<file path="src/rtl/f_pc_fetch.sv">
// f_pc_fetch: fetch-stage PC register, single-outstanding instruction fetch
// engine and IF/ID pipeline register, with a one-entry stall hold buffer and
// redirect handling that drains an abandoned in-flight fetch.
module f_pc_fetch #(
    parameter logic [31:0] RESET_PC = 32'h0000_0000
) (
    input  logic        i_clk,
    input  logic        i_rst,

    input  logic [31:0] i_addr_nextpc,
    input  logic        i_con_redirect,
    input  logic        i_con_stall,
    output logic [31:0] o_addr_pcplus4,
    output logic [31:0] o_addr_pc,

    output logic        o_imem_req,
    output logic [31:0] o_imem_addr,
    input  logic        i_imem_ack,
    input  logic [31:0] i_imem_rdata,

    output logic [31:0] o_ifid_instr,
    output logic [31:0] o_ifid_pcplus4,
    output logic        o_ifid_valid
);

    localparam int unsigned XLEN = 32;
    localparam logic [XLEN-1:0] PC_STEP       = XLEN'(4);
    localparam logic [XLEN-1:0] ALIGN_MASK    = {{(XLEN-2){1'b1}}, 2'b00};
    localparam logic [XLEN-1:0] RESET_PC_ALGN = RESET_PC & ALIGN_MASK;

    typedef enum logic [1:0] {
        ST_IDLE  = 2'd0,
        ST_FETCH = 2'd1,
        ST_HOLD  = 2'd2,
        ST_DRAIN = 2'd3
    } state_t;

    // Architectural state
    state_t            state_q,        state_d;
    logic [XLEN-1:0]   pc_q,           pc_d;
    logic [XLEN-1:0]   drain_addr_q,   drain_addr_d;
    logic [XLEN-1:0]   hold_instr_q,   hold_instr_d;
    logic [XLEN-1:0]   hold_pcplus4_q, hold_pcplus4_d;
    logic [XLEN-1:0]   ifid_instr_q,   ifid_instr_d;
    logic [XLEN-1:0]   ifid_pcplus4_q, ifid_pcplus4_d;
    logic              ifid_valid_q,   ifid_valid_d;

    // Registered memory-port outputs, derived from next state
    logic              imem_req_q,     imem_req_d;
    logic [XLEN-1:0]   imem_addr_q,    imem_addr_d;

    // Derived values
    logic [XLEN-1:0]   pc_plus4;
    logic [XLEN-1:0]   nextpc_algn;

    // Sequential-path adder and aligned mux input
    always_comb begin
        pc_plus4    = pc_q + PC_STEP;
        nextpc_algn = i_addr_nextpc & ALIGN_MASK;
    end

    // Next-state and next-register computation; redirect takes priority
    always_comb begin
        state_d        = state_q;
        pc_d           = pc_q;
        drain_addr_d   = drain_addr_q;
        hold_instr_d   = hold_instr_q;
        hold_pcplus4_d = hold_pcplus4_q;
        ifid_instr_d   = ifid_instr_q;
        ifid_pcplus4_d = ifid_pcplus4_q;
        ifid_valid_d   = ifid_valid_q;

        if (i_con_redirect) begin
            pc_d           = nextpc_algn;
            ifid_valid_d   = 1'b0;
            hold_instr_d   = '0;
            hold_pcplus4_d = '0;
            case (state_q)
                ST_FETCH: begin
                    // An unacknowledged fetch must still complete on its old address
                    if (!i_imem_ack) begin
                        drain_addr_d = pc_q;
                        state_d      = ST_DRAIN;
                    end else begin
                        state_d      = ST_FETCH;
                    end
                end
                ST_DRAIN: begin
                    state_d = ST_DRAIN;
                end
                default: begin
                    state_d = ST_FETCH;
                end
            endcase
        end else begin
            case (state_q)
                ST_IDLE: begin
                    state_d = ST_FETCH;
                end

                ST_FETCH: begin
                    if (i_imem_ack && !i_con_stall) begin
                        ifid_instr_d   = i_imem_rdata;
                        ifid_pcplus4_d = pc_plus4;
                        ifid_valid_d   = 1'b1;
                        pc_d           = nextpc_algn;
                    end else if (i_imem_ack) begin
                        // ID is stalled: park the returned word until it frees up
                        hold_instr_d   = i_imem_rdata;
                        hold_pcplus4_d = pc_plus4;
                        state_d        = ST_HOLD;
                    end else if (!i_con_stall) begin
                        ifid_valid_d   = 1'b0;
                    end
                end

                ST_HOLD: begin
                    if (!i_con_stall) begin
                        ifid_instr_d   = hold_instr_q;
                        ifid_pcplus4_d = hold_pcplus4_q;
                        ifid_valid_d   = 1'b1;
                        pc_d           = nextpc_algn;
                        state_d        = ST_FETCH;
                    end
                end

                ST_DRAIN: begin
                    ifid_valid_d = 1'b0;
                    if (i_imem_ack) begin
                        state_d = ST_FETCH;
                    end
                end

                default: begin
                    state_d = ST_IDLE;
                end
            endcase
        end

        imem_req_d  = (state_d == ST_FETCH) || (state_d == ST_DRAIN);
        imem_addr_d = (state_d == ST_DRAIN) ? drain_addr_d : pc_d;
    end

    // State register with synchronous reset
    always_ff @(posedge i_clk) begin
        if (i_rst) begin
            state_q        <= ST_IDLE;
            pc_q           <= RESET_PC_ALGN;
            drain_addr_q   <= '0;
            hold_instr_q   <= '0;
            hold_pcplus4_q <= '0;
            ifid_instr_q   <= '0;
            ifid_pcplus4_q <= '0;
            ifid_valid_q   <= 1'b0;
            imem_req_q     <= 1'b0;
            imem_addr_q    <= RESET_PC_ALGN;
        end else begin
            state_q        <= state_d;
            pc_q           <= pc_d;
            drain_addr_q   <= drain_addr_d;
            hold_instr_q   <= hold_instr_d;
            hold_pcplus4_q <= hold_pcplus4_d;
            ifid_instr_q   <= ifid_instr_d;
            ifid_pcplus4_q <= ifid_pcplus4_d;
            ifid_valid_q   <= ifid_valid_d;
            imem_req_q     <= imem_req_d;
            imem_addr_q    <= imem_addr_d;
        end
    end

    // Output wiring; PC+4 is combinational because the PC mux needs it this cycle
    always_comb begin
        o_addr_pcplus4 = pc_plus4;
        o_addr_pc      = pc_q;
        o_imem_req     = imem_req_q;
        o_imem_addr    = imem_addr_q;
        o_ifid_instr   = ifid_instr_q;
        o_ifid_pcplus4 = ifid_pcplus4_q;
        o_ifid_valid   = ifid_valid_q;
    end

endmodule
</file>
<file path="config.mk">
export PLATFORM = sky130hd
export DESIGN_NAME = f_pc_fetch
export DESIGN_NICKNAME = d
export VERILOG_FILES = /design/src/rtl/f_pc_fetch.sv
export SDC_FILE = /design/constraint.sdc
export NUM_CORES = 1
export LEC_CHECK = 0
export BUFFER_PORTS_ARGS = -buffer_cell sky130_fd_sc_hd__buf_2
export CAP_MARGIN = 20
export CORE_MARGIN = 2
export CORE_UTILIZATION = 50
export DETAILED_ROUTE_END_ITERATION = 16
export GPL_TIMING_DRIVEN = 0
export PLACE_DENSITY = 0.76
export SETUP_SLACK_MARGIN = 0.2
export SLEW_MARGIN = 20
export SYNTH_ARGS = -nofsm -noshare
export SYNTH_HDL_FRONTEND = slang
export SYNTH_SLANG_ARGS = --single-unit
</file>
<file path="constraint.sdc">
create_clock -name i_clk -period 3.2 [get_ports i_clk]
set_input_delay 0.16 -clock i_clk [delete_from_list [all_inputs] [get_ports i_clk]]
set_output_delay 0.16 -clock i_clk [all_outputs]
set_load 0.005 [all_outputs]
</file>
==> results of run 1 <==
-- per-stage QoR --
step,power (mW),cell area [um^2]
after floorplan,3.570,9241
after global placement,3.926,10650
after detailed placement,3.942,10660
after CTS,6.796,12110
after global routing,7.030,12170
final,6.826,12170
-- synth_stat cells (2+ instances only) --
cell / count / share of area
inv_1: 28 / 0.011
xor2_1: 10 / 0.0095
mux2i_1: 65 / 0.070
nand3_1: 24 / 0.013
o21a_1: 2 / 0.0016
a21oi_1: 71 / 0.038
a211oi_1: 44 / 0.036
nor3_1: 12 / 0.0065
nand4_1: 22 / 0.015
nand2_1: 115 / 0.047
a211o_1: 3 / 0.0028
nor4_1: 10 / 0.0068
and2_1: 2 / 0.0014
a311oi_1: 3 / 0.0028
dfxtp_1: 227 / 0.49
or3_1: 3 / 0.0020
nor2_1: 139 / 0.056
o221ai_1: 10 / 0.0095
buf_4: 2 / 0.0016
nor4b_1: 2 / 0.0019
a32oi_1: 30 / 0.028
a31oi_1: 6 / 0.0041
nand2b_1: 8 / 0.0054
buf_1: 9 / 0.0037
and3_1: 7 / 0.0047
a2bb2oi_1: 30 / 0.028
buf_2: 3 / 0.0016
and4_1: 3 / 0.0028
o211ai_1: 6 / 0.0049
a21o_1: 2 / 0.0016
clkbuf_1: 81 / 0.033
nor2b_1: 2 / 0.0014
xnor2_1: 14 / 0.013
o21ai_0: 31 / 0.017
or2_2: 3 / 0.0020
ha_1: 6 / 0.0081
-- per-layer routing --
| metal | up-vias | share of wire | GRT usage |
|---|---|---|---|
| met4 | 0 | 0.030 | 0.09211 |
| met3 | 73 | 0.079 | 0.04855 |
| met1 | 4253 | 0.42 | 0.3662 |
| met5 | - | 0 | 0 |
| met2 | 408 | 0.47 | 0.4855 |
| li1 | 4335 | - | - |
-- worst reg2reg max path: stages (launching register included) --
cell and delay [ns]:
dfxtp_1 0.36, inv_1 0.14, ha_1 0.16, clkbuf_1 0.29, a21oi_1 0.15, a221oi_1 0.40, o21ai_1 0.25, nor3_2 0.31
clkbuf_1 0.40, a2bb2oi_1 0.24
-- worst max path at each step --
stage | start | cells past startpoint | to
final | o_addr_pc[2] | 7 | o_addr_pcplus4[29]
after global routing | o_addr_pc[4] | 8 | o_addr_pcplus4[29]
after CTS | o_addr_pc[4] | 8 | o_addr_pcplus4[29]
after detailed placement | state_q[0] | 9 | o_imem_addr[4]
after global placement | state_q[0] | 8 | o_ifid_pcplus4[22]
after floorplan | state_q[0] | 8 | o_ifid_pcplus4[16]
-- power by group through the flow --
stage / clock [mW] / combinational (mW) / sequential (mW)
after floorplan: 0 / 0.453 / 3.12
after global placement: 0 / 0.812 / 3.11
after detailed placement: 0 / 0.824 / 3.12
after CTS: 2.85 / 0.890 / 3.06
after global routing: 2.97 / 0.987 / 3.08
final: 2.85 / 0.909 / 3.06
-- final cells by class --
cell class / instances / area, um^2 / area share
multi-input combinational: 698 / 4260 / 0.3500
tap: 229 / 286.5 / 0.02354
sequential: 227 / 4553 / 0.3741
timing repair buffer: 290 / 1772 / 0.1456
clock buffer: 32 / 689.4 / 0.05664
clock inverter: 7 / 112.6 / 0.009252
inverter: 29 / 108.9 / 0.008943
buffer: 95 / 389.1 / 0.03197
-- state kept, by name (all words and copies together) (netlist names) --
register	cells
state_q	2
hold_pcplus4_q	32
o_imem_addr	32
o_ifid_valid	1
o_ifid_pcplus4	32
o_ifid_instr	32
hold_instr_q	32
drain_addr_q	32
o_addr_pc	32
-- cell usage in the layout (no fill, tap or decap), drive strengths merged, types with 11 or more instances in the layout --
| cell | Yosys | final |
|---|---|---|
| xnor2 | 14 | 14 |
| nor3 | 12 | 12 |
| clkbuf | 81 | 113 |
| a211oi | 44 | 44 |
| nor2 | 139 | 139 |
| nand2 | 115 | 115 |
| inv | 28 | 28 |
| xor2 | 11 | 11 |
| a21oi | 71 | 71 |
| a2bb2oi | 30 | 30 |
| o21ai | 31 | 31 |
| mux2i | 65 | 65 |
| dlygate4sd3 | 0 | 62 |
| nand3 | 24 | 24 |
| o221ai | 11 | 11 |
| dfxtp | 227 | 227 |
| buf | 14 | 242 |
| a32oi | 30 | 30 |
| nand4 | 22 | 22 |
-- cells by family after synthesis --
| group | Yosys count | share of synthesized area |
|---|---|---|
| flip-flops | 227 | 0.4917 |
| AND/OR/NAND/NOR | 357 | 0.1710 |
| adder cells (fa/ha/maj) | 6 | 0.008123 |
| buffers and inverters | 124 | 0.05158 |
| XOR/XNOR | 25 | 0.02451 |
| multiplexers | 65 | 0.07040 |
| AO/OA/AOI/OAI | 245 | 0.1826 |
-- what timing repair did --
item                       4_1_cts  5_1_grt
setup endpoints to repair        4       83
pin swaps                        0        1
hold endpoints to repair        63        0
buffers inserted                 0        3
hold buffers                    62        0
gates resized for setup          5       33
==> results.json, run 1 <==
{
  "status": "complete, no violations",
  "first_pass_iters": 5,
  "cp_slowest_cell": "or4_4",
  "power_density_nw_per_um2": 560.8,
  "switching_share": 0.2561,
  "design.core.area_um2": 18020,
  "start_kind": "flop",
  "timing.rr.start": "state_q[0]",
  "ir_drop_v": 0.0005104,
  "fin_cells": 1607,
  "p_clk_frac": 0.418,
  "tightestPinTransition_ns": 0.7738,
  "relSlewSlack": 0.4787,
  "holdWs_ns": 0.1887,
  "p_leak_nw": 5.215,
  "min_from": "i_con_stall",
  "clockBufferDepth": 3,
  "cell_internal_pwr_mw": 5.078,
  "yosys_warnings": 0,
  "cts_num_sinks": 227,
  "worstSkewPairLatency_ns": 0.51,
  "slew_violations": 0,
  "clk_pin_slew_ns": 0.06,
  "seq_power_share": 0.449,
  "drc": 0,
  "netSwitchingPower_mw": 1.748,
  "grt_max_degree": 15,
  "die_y_um": 140.0,
  "tns_ns": 0,
  "root_buffer": "clkbuf_16",
  "fillers": 1496,
  "power_frac_comb": 0.133,
  "io_pins": 231,
  "grtUsageTotal": 0.2837,
  "finalCoreUtilization": 0.6753,
  "htree_levels": 1,
  "area_growth_pct": 31.71,
  "rows": 49,
  "port_buffers": 224,
  "r2r_cells": 9,
  "cp_max_fo": 10,
  "dp_slack_ns": 0.2064,
  "critPathKind": "flop to output port",
  "layout_setup_ws_ns": 0.2903,
  "hold_violations": 0,
  "rr_endpoint": "o_imem_addr[12]",
  "synthFlopType": "dfxtp_1",
  "drt-wirelength-per-cell_um": 18.03,
  "detail_route.vias_per_cell": 5.643,
  "syn_nets": 1124,
  "holdPathStages": 3,
  "hold_end": "o_ifid_valid",
  "drt_iter0_drc": 472,
  "cts_made_buffers": 23,
  "synth_area_um2": 9241,
  "drive_gt1_frac": 0.2192,
  "synth_area_per_cell_um2": 8.810,
  "hp-class": "input pin to flop",
  "cp-end-kind": "output port",
  "antenna_found_initial": 0,
  "rsz0062_at_grt": "no",
  "yosysUniqueCellTypes": 50,
  "grt_overflow": 0,
  "final-setup-viol-count": 0,
  "skew_ns": 0.007528,
  "worstPathArrival_ns": 2.75,
  "num-nets-final": 1439,
  "slowest_delay_ns": 0.57,
  "fp.dieW_um": 140.0,
  "dp_cells": 1503,
  "worstPathRequired_ns": 3.04,
  "antenna_cells": 0,
  "vias": 9069,
  "fin_crit_sh": 0.9093,
  "grt_pass1_vias": 8749,
  "final.min_clock_period_ns": 2.910,
  "cts_tree": "yes",
  "synth_seq_area_share": 0.4917,
  "rrSetupSlack_ns": 0.41,
  "grt_pass1_wl_um": 45450,
  "cap_violations": 0,
  "routabilityCongestion": 0.8918,
  "async_flop_share": 0,
  "timing.critical_path.buf_inv": 3,
  "cp_cell_sequence": "nand2_1 > or4_1 > buf_4 > or4_4 > xor2_4 > inv_1 > buf_2",
  "finalWirelength_um": 28980,
  "initial_core_util": 0.5127,
  "maxClockFrequency_mhz": 343.7,
  "ant_nets": 0,
  "synth_edf_count": 0,
  "dpl.hpwl_um": 20350,
  "dieArea_um2": 19590,
  "synth-seq-cells": 227,
  "postSynthCellCount": 1049,
  "cp_top_family": "simple AND/OR/NAND/NOR gates"
}
Note: power is estimated with default switching activity, not from simulation.
==> inputs of run 2 (changes only) <==
--- a/config.mk
+++ b/config.mk
@@ -12,7 +12,7 @@
 export DETAILED_ROUTE_END_ITERATION = 16
 export GPL_TIMING_DRIVEN = 0
 export PLACE_DENSITY = 0.76
-export SETUP_SLACK_MARGIN = 0.2
+export SETUP_SLACK_MARGIN = 0.3
 export SLEW_MARGIN = 20
 export SYNTH_ARGS = -nofsm -noshare
 export SYNTH_HDL_FRONTEND = slang
==> run 2 against run 1 <==
Effect of this change: register-to-register slack improved by 0.08 ns; power fell by 0.11%; non-clock buffer count rose by 3; clock skew rose by 0.0010 ns; largest power group unchanged; die area did not move; sequential power barely moved; utilization rose by 0.27 points; highest routed layer unchanged; hold slack barely moved; critical path depth did not move; fmax rose by 2.8%; critical path type unchanged; count of clock-buffer cells in the layout did not move; combinational power rose by 0.9%.
==> results.json, run 2 (same netlist as run 1, synthesis figures left out) <==
{
  "highest-signal-layer": "met4",
  "root_buffer": "clkbuf_16",
  "drt-met1-wl_um": 12040,
  "worstPathArrival_ns": 2.67,
  "p_leak_nw": 5.253,
  "cts_tree": "yes",
  "rsz0062_at_grt": "no",
  "routabilityCongestion": 0.8918,
  "dpl.hpwl_um": 20350,
  "antenna_cells": 0,
  "cp-end-kind": "output port",
  "vias": 9090,
  "dr_wl_met3_um": 2328,
  "worstSkewPairLatency_ns": 0.51,
  "antenna_found_initial": 0,
  "ant_nets": 0,
  "first_pass_iters": 5,
  "hp-class": "input pin to flop",
  "cts_made_buffers": 23,
  "dp_cells": 1503,
  "critPathKind": "flop to output port",
  "grt_pass1_vias": 8760,
  "dp_slack_ns": 0.2064,
  "finalWirelength_um": 29000,
  "cp_max_fo": 8,
  "start_kind": "flop",
  "ir_drop_v": 0.0005111,
  "port_buffers": 224,
  "grt_max_degree": 15,
  "drt_iter0_drc": 486,
  "power_density_nw_per_um2": 557.9,
  "drc": 0,
  "dr_wl_met2_um": 13790,
  "mostFrequentLayoutCell": "buf_2",
  "slew_violations": 0,
  "fin_crit_sh": 0.8844,
  "worstPathRequired_ns": 3.04,
  "cap_violations": 0,
  "detail_route.vias_per_cell": 5.646,
  "rows": 49,
  "status": "complete, no violations",
  "layout_common_cells": "buf_2, dfxtp_1, nor2_1, nand2_1, a21oi_1",
  "initial_core_util": 0.5127,
  "maxClockFrequency_mhz": 353.3,
  "grt_pass1_wl_um": 45460,
  "final.min_clock_period_ns": 2.830,
  "clockBufferDepth": 3,
  "relSlewSlack": 0.4735,
  "final-setup-viol-count": 0,
  "io_pins": 231,
  "clk_pin_slew_ns": 0.06,
  "hold_violations": 0,
  "layout_setup_ws_ns": 0.3699,
  "design.core.area_um2": 18020,
  "fin_cells": 1610,
  "grt_overflow": 0,
  "grtUsageTotal": 0.2837,
  "skew_ns": 0.008534,
  "area_growth_pct": 32.24,
  "fp.dieW_um": 140.0,
  "htree_levels": 1,
  "num-nets-final": 1442,
  "cts_num_sinks": 227,
  "p_total_mw": 6.818,
  "tns_ns": 0,
  "tightestPinTransition_ns": 0.7815,
  "drt-wirelength-per-cell_um": 18.01,
  "dieArea_um2": 19590,
  "die_y_um": 140.0,
  "drive_gt1_frac": 0.2281
}
[run 2: cell types whose count changed in the layout (fill, tap and decap cells not counted)]
cell,delta
clkbuf_1,-5
clkbuf_2,+5
buf_4,+4
dfxtp_1,-4
dfxtp_2,+3
buf_2,-2
buf_6,+1
dfxtp_4,+1
or4_1,-1
or4_4,+1
[run 2: per-stage QoR]
| stage | hold WS, ns | instance area [um^2] | utilization |
|---|---|---|---|
| 2_1_floorplan | 0.2960 | 9241 | - |
| 3_3_place_gp | 0.4119 | 10650 | 0.5908 |
| 3_5_place_dp | 0.4183 | 10660 | 0.5915 |
| 4_1_cts | 0.1470 | 12120 | 0.6724 |
| 5_1_grt | 0.2285 | 12220 | 0.6780 |
| 6_report | 0.1890 | 12220 | 0.6780 |
[run 2: routing by layer]
metal  track usage  up-vias
met4       0.09316        0
met3       0.04855       68
met5             0        -
met1        0.3664     4267
li1              -     4347
met2        0.4850      408
[run 2: worst max-delay path, cell delays in order, from the launching register on]
cell and delay, ns:
dfxtp_2 0.44, nand4_1 0.15, or4_4 0.53, buf_6 0.15
or4_4 0.55, xor2_4 0.18, inv_1 0.05, buf_2 0.12
[run 2: timing repair]
| item | 4_1_cts | 5_1_grt |
|---|---|---|
| hold buffers | 62 | 0 |
| endpoints found under the setup margin | 47 | 87 |
| endpoints found under the hold margin | 63 | 0 |
| buffers inserted | 0 | 6 |
| pin swaps | 0 | 2 |
| resized for setup | 9 | 47 |
[run 2: worst paths after layout]
path                                      start                 end  slack, ns  cells after the start
worst min register to register  hold_instr_q[4]     hold_instr_q[4]       0.45                      2
worst max-delay path               o_addr_pc[5]  o_addr_pcplus4[29]       0.37                      7
worst max register to register       state_q[0]    o_ifid_instr[10]       0.49                      8
worst min-delay path                i_con_stall        o_ifid_valid       0.19                      3
[run 2: report_power, final]
part	leakage [nW]	internal (mW)	switching (mW)
Combinational	3.00	0.378	0.538
Sequential	1.85	2.97	0.0950
Clock	0.396	1.73	1.10
Total	5.25	5.08	1.74
[run 2: layout make-up]
| class | instances | area [um^2] |
|---|---|---|
| flip-flops and latches | 227 | 4561 |
| clock inverters | 7 | 112.6 |
| fillers | 1491 | 5804 |
| inverters | 29 | 108.9 |
| well taps | 229 | 286.5 |
| repair buffers | 293 | 1794 |
| clock buffers | 32 | 689.4 |
| multi-input cells | 698 | 4264 |
| plain buffers | 95 | 404.1 |
==> inputs of run 3 (changes only) <==
--- a/config.mk
+++ b/config.mk
@@ -8,10 +8,9 @@
 export BUFFER_PORTS_ARGS = -buffer_cell sky130_fd_sc_hd__buf_2
 export CAP_MARGIN = 20
 export CORE_MARGIN = 2
-export CORE_UTILIZATION = 50
+export CORE_UTILIZATION = 24
 export DETAILED_ROUTE_END_ITERATION = 16
 export GPL_TIMING_DRIVEN = 0
-export PLACE_DENSITY = 0.76
 export SETUP_SLACK_MARGIN = 0.3
 export SLEW_MARGIN = 20
 export SYNTH_ARGS = -nofsm -noshare
==> run 3 against run 2 <==
Effect of this change: register-to-register slack got worse by 0.03 ns; count of clock-buffer cells in the layout grew 6; final cell count up 19%; fmax is 2.0% lower; sequential power barely moved.
==> results.json, run 3 (same netlist as run 1, synthesis figures left out) <==
{
  "rsz0062_at_grt": "yes",
  "ir_drop_v": 0.0003590,
  "area_growth_pct": 38.84,
  "rows": 71,
  "htree_levels": 1,
  "num-nets-final": 1452,
  "cp_slowest_cell": "or4_4",
  "drt-wirelength-per-cell_um": 17.96,
  "io_pins": 231,
  "root_buffer": "clkbuf_16",
  "hold_violations": 0,
  "cp_cell_sequence": "buf_6 > nand4_1 > or4_4 > buf_6 > or4_4 > xor2_4 > inv_1 > buf_2",
  "worstSkewPairLatency_ns": 0.56,
  "grt_max_degree": 14,
  "relSlewSlack": 0.4424,
  "cp-end-kind": "output port",
  "cts_made_buffers": 27,
  "critPathKind": "flop to output port",
  "hp-class": "input pin to flop",
  "drc": 0,
  "drive_gt1_frac": 0.2377,
  "clk_pin_slew_ns": 0.06,
  "ff_latch_area_um2": 4578,
  "slew_violations": 0,
  "antenna_cells": 0,
  "grtUsageTotal": 0.1629,
  "final.min_clock_period_ns": 2.888,
  "multi_input_area_um2": 4279,
  "ant_nets": 0,
  "first_pass_iters": 5,
  "grt_overflow": 0,
  "slowest_delay_ns": 0.57,
  "p_leak_nw": 5.383,
  "final_area_um2": 12830,
  "dieArea_um2": 40090,
  "power_density_nw_per_um2": 570.4,
  "cp_max_fo": 8,
  "skew_ns": 0.03181,
  "tightestPinTransition_ns": 0.8364,
  "holdWs_ns": 0.1664,
  "worstPathRequired_ns": 3.04,
  "placed_area_um2": 11030,
  "layout_setup_ws_ns": 0.3120,
  "layout_common_cells": "buf_2, dfxtp_1, nor2_1, nand2_1, a21oi_1",
  "fp.dieW_um": 200.2,
  "grt_pass1_vias": 8631,
  "antenna_found_initial": 0,
  "clockBufferDepth": 3,
  "final-setup-viol-count": 0,
  "fillers": 3936,
  "initial_core_util": 0.2448,
  "drt_iter0_drc": 478,
  "status": "complete, no violations",
  "dp_slack_ns": -0.2536,
  "port_buffers": 224,
  "cts_tree": "yes",
  "start_kind": "flop",
  "dpl.hpwl_um": 25510,
  "die_y_um": 200.2,
  "finalWirelength_um": 34270,
  "grt_pass1_wl_um": 51200,
  "routabilityCongestion": 0.8617,
  "fin_crit_sh": 0.9025,
  "cts_num_sinks": 227,
  "detail_route.vias_per_cell": 4.723,
  "maxClockFrequency_mhz": 346.3,
  "vias": 9012,
  "cap_violations": 0,
  "worstPathArrival_ns": 2.73,
  "mostFrequentLayoutCell": "buf_2",
  "design.core.area_um2": 37760
}
## run 3: cell types whose count changed in the layout (fill, tap and decap cells not counted), sizes merged
| cell | delta |
|---|---|
| bufinv | +1 |
| inv | +2 |
| clkinvlp | +1 |
| buf | +7 |
| clkbuf | +5 |
## run 3: area by class of cell
cell class,count,share of cell area
inverters,29,0.008484
clock inverters,11,0.01336
clock buffers,38,0.06134
flip-flops and latches,227,0.3568
plain buffers,95,0.03276
multi-input cells,698,0.3335
repair buffers,299,0.1439
well taps,511,0.04983
## run 3: repair_timing
action	in CTS	in global routing
buffers inserted	5	7
endpoints found under the setup margin	90	81
pin swaps	2	4
endpoints found under the hold margin	91	0
resized for setup	42	19
hold buffers	62	0
## run 3: worst paths after layout
kind | endpoint | depth (start not counted) | slack (ns) | startpoint
max reg2reg | o_ifid_pcplus4[16] | 9 | 0.46 | state_q[0]
min reg2reg | o_ifid_pcplus4[5] | 2 | 0.45 | o_ifid_pcplus4[5]
max | o_addr_pcplus4[29] | 8 | 0.31 | o_addr_pc[8]
min | o_ifid_valid | 3 | 0.17 | i_con_stall
## run 3: report_power, final
part           internal (mW)  switching (mW)  total (mW)
clock network           2.03            1.26        3.30
logic                  0.389           0.566       0.955
registers               2.97           0.100        3.07
## run 3: through the flow
stage,TNS [ns],total power [mW],cells,util
2_1_floorplan,0,3.570,1049,-
3_3_place_gp,-67.24,3.982,1784,0.2914
3_5_place_dp,-2.603,3.998,1785,0.2921
4_1_cts,0,7.377,1901,0.3378
5_1_grt,0,7.602,1908,0.3399
6_report,0,7.319,1908,0.3399
## run 3: layer usage
layer	wire length [um]	part of all wire	vias up	track usage
met3	2020	0.059	63	0.02864
met1	15320	0.45	4251	0.2141
met5	0	0	-	0
li1	-	-	4373	-
met4	1225	0.036	0	0.06023
met2	15700	0.46	325	0.2666
## run 3: critical path, delay by kind of cell (launching register included)
kind | cells | cell delay [ns]
AND/OR/NAND/NOR | 3 | 1.22
buffers and inverters | 4 | 0.44
flip-flops | 1 | 0.34
XOR/XNOR | 1 | 0.17
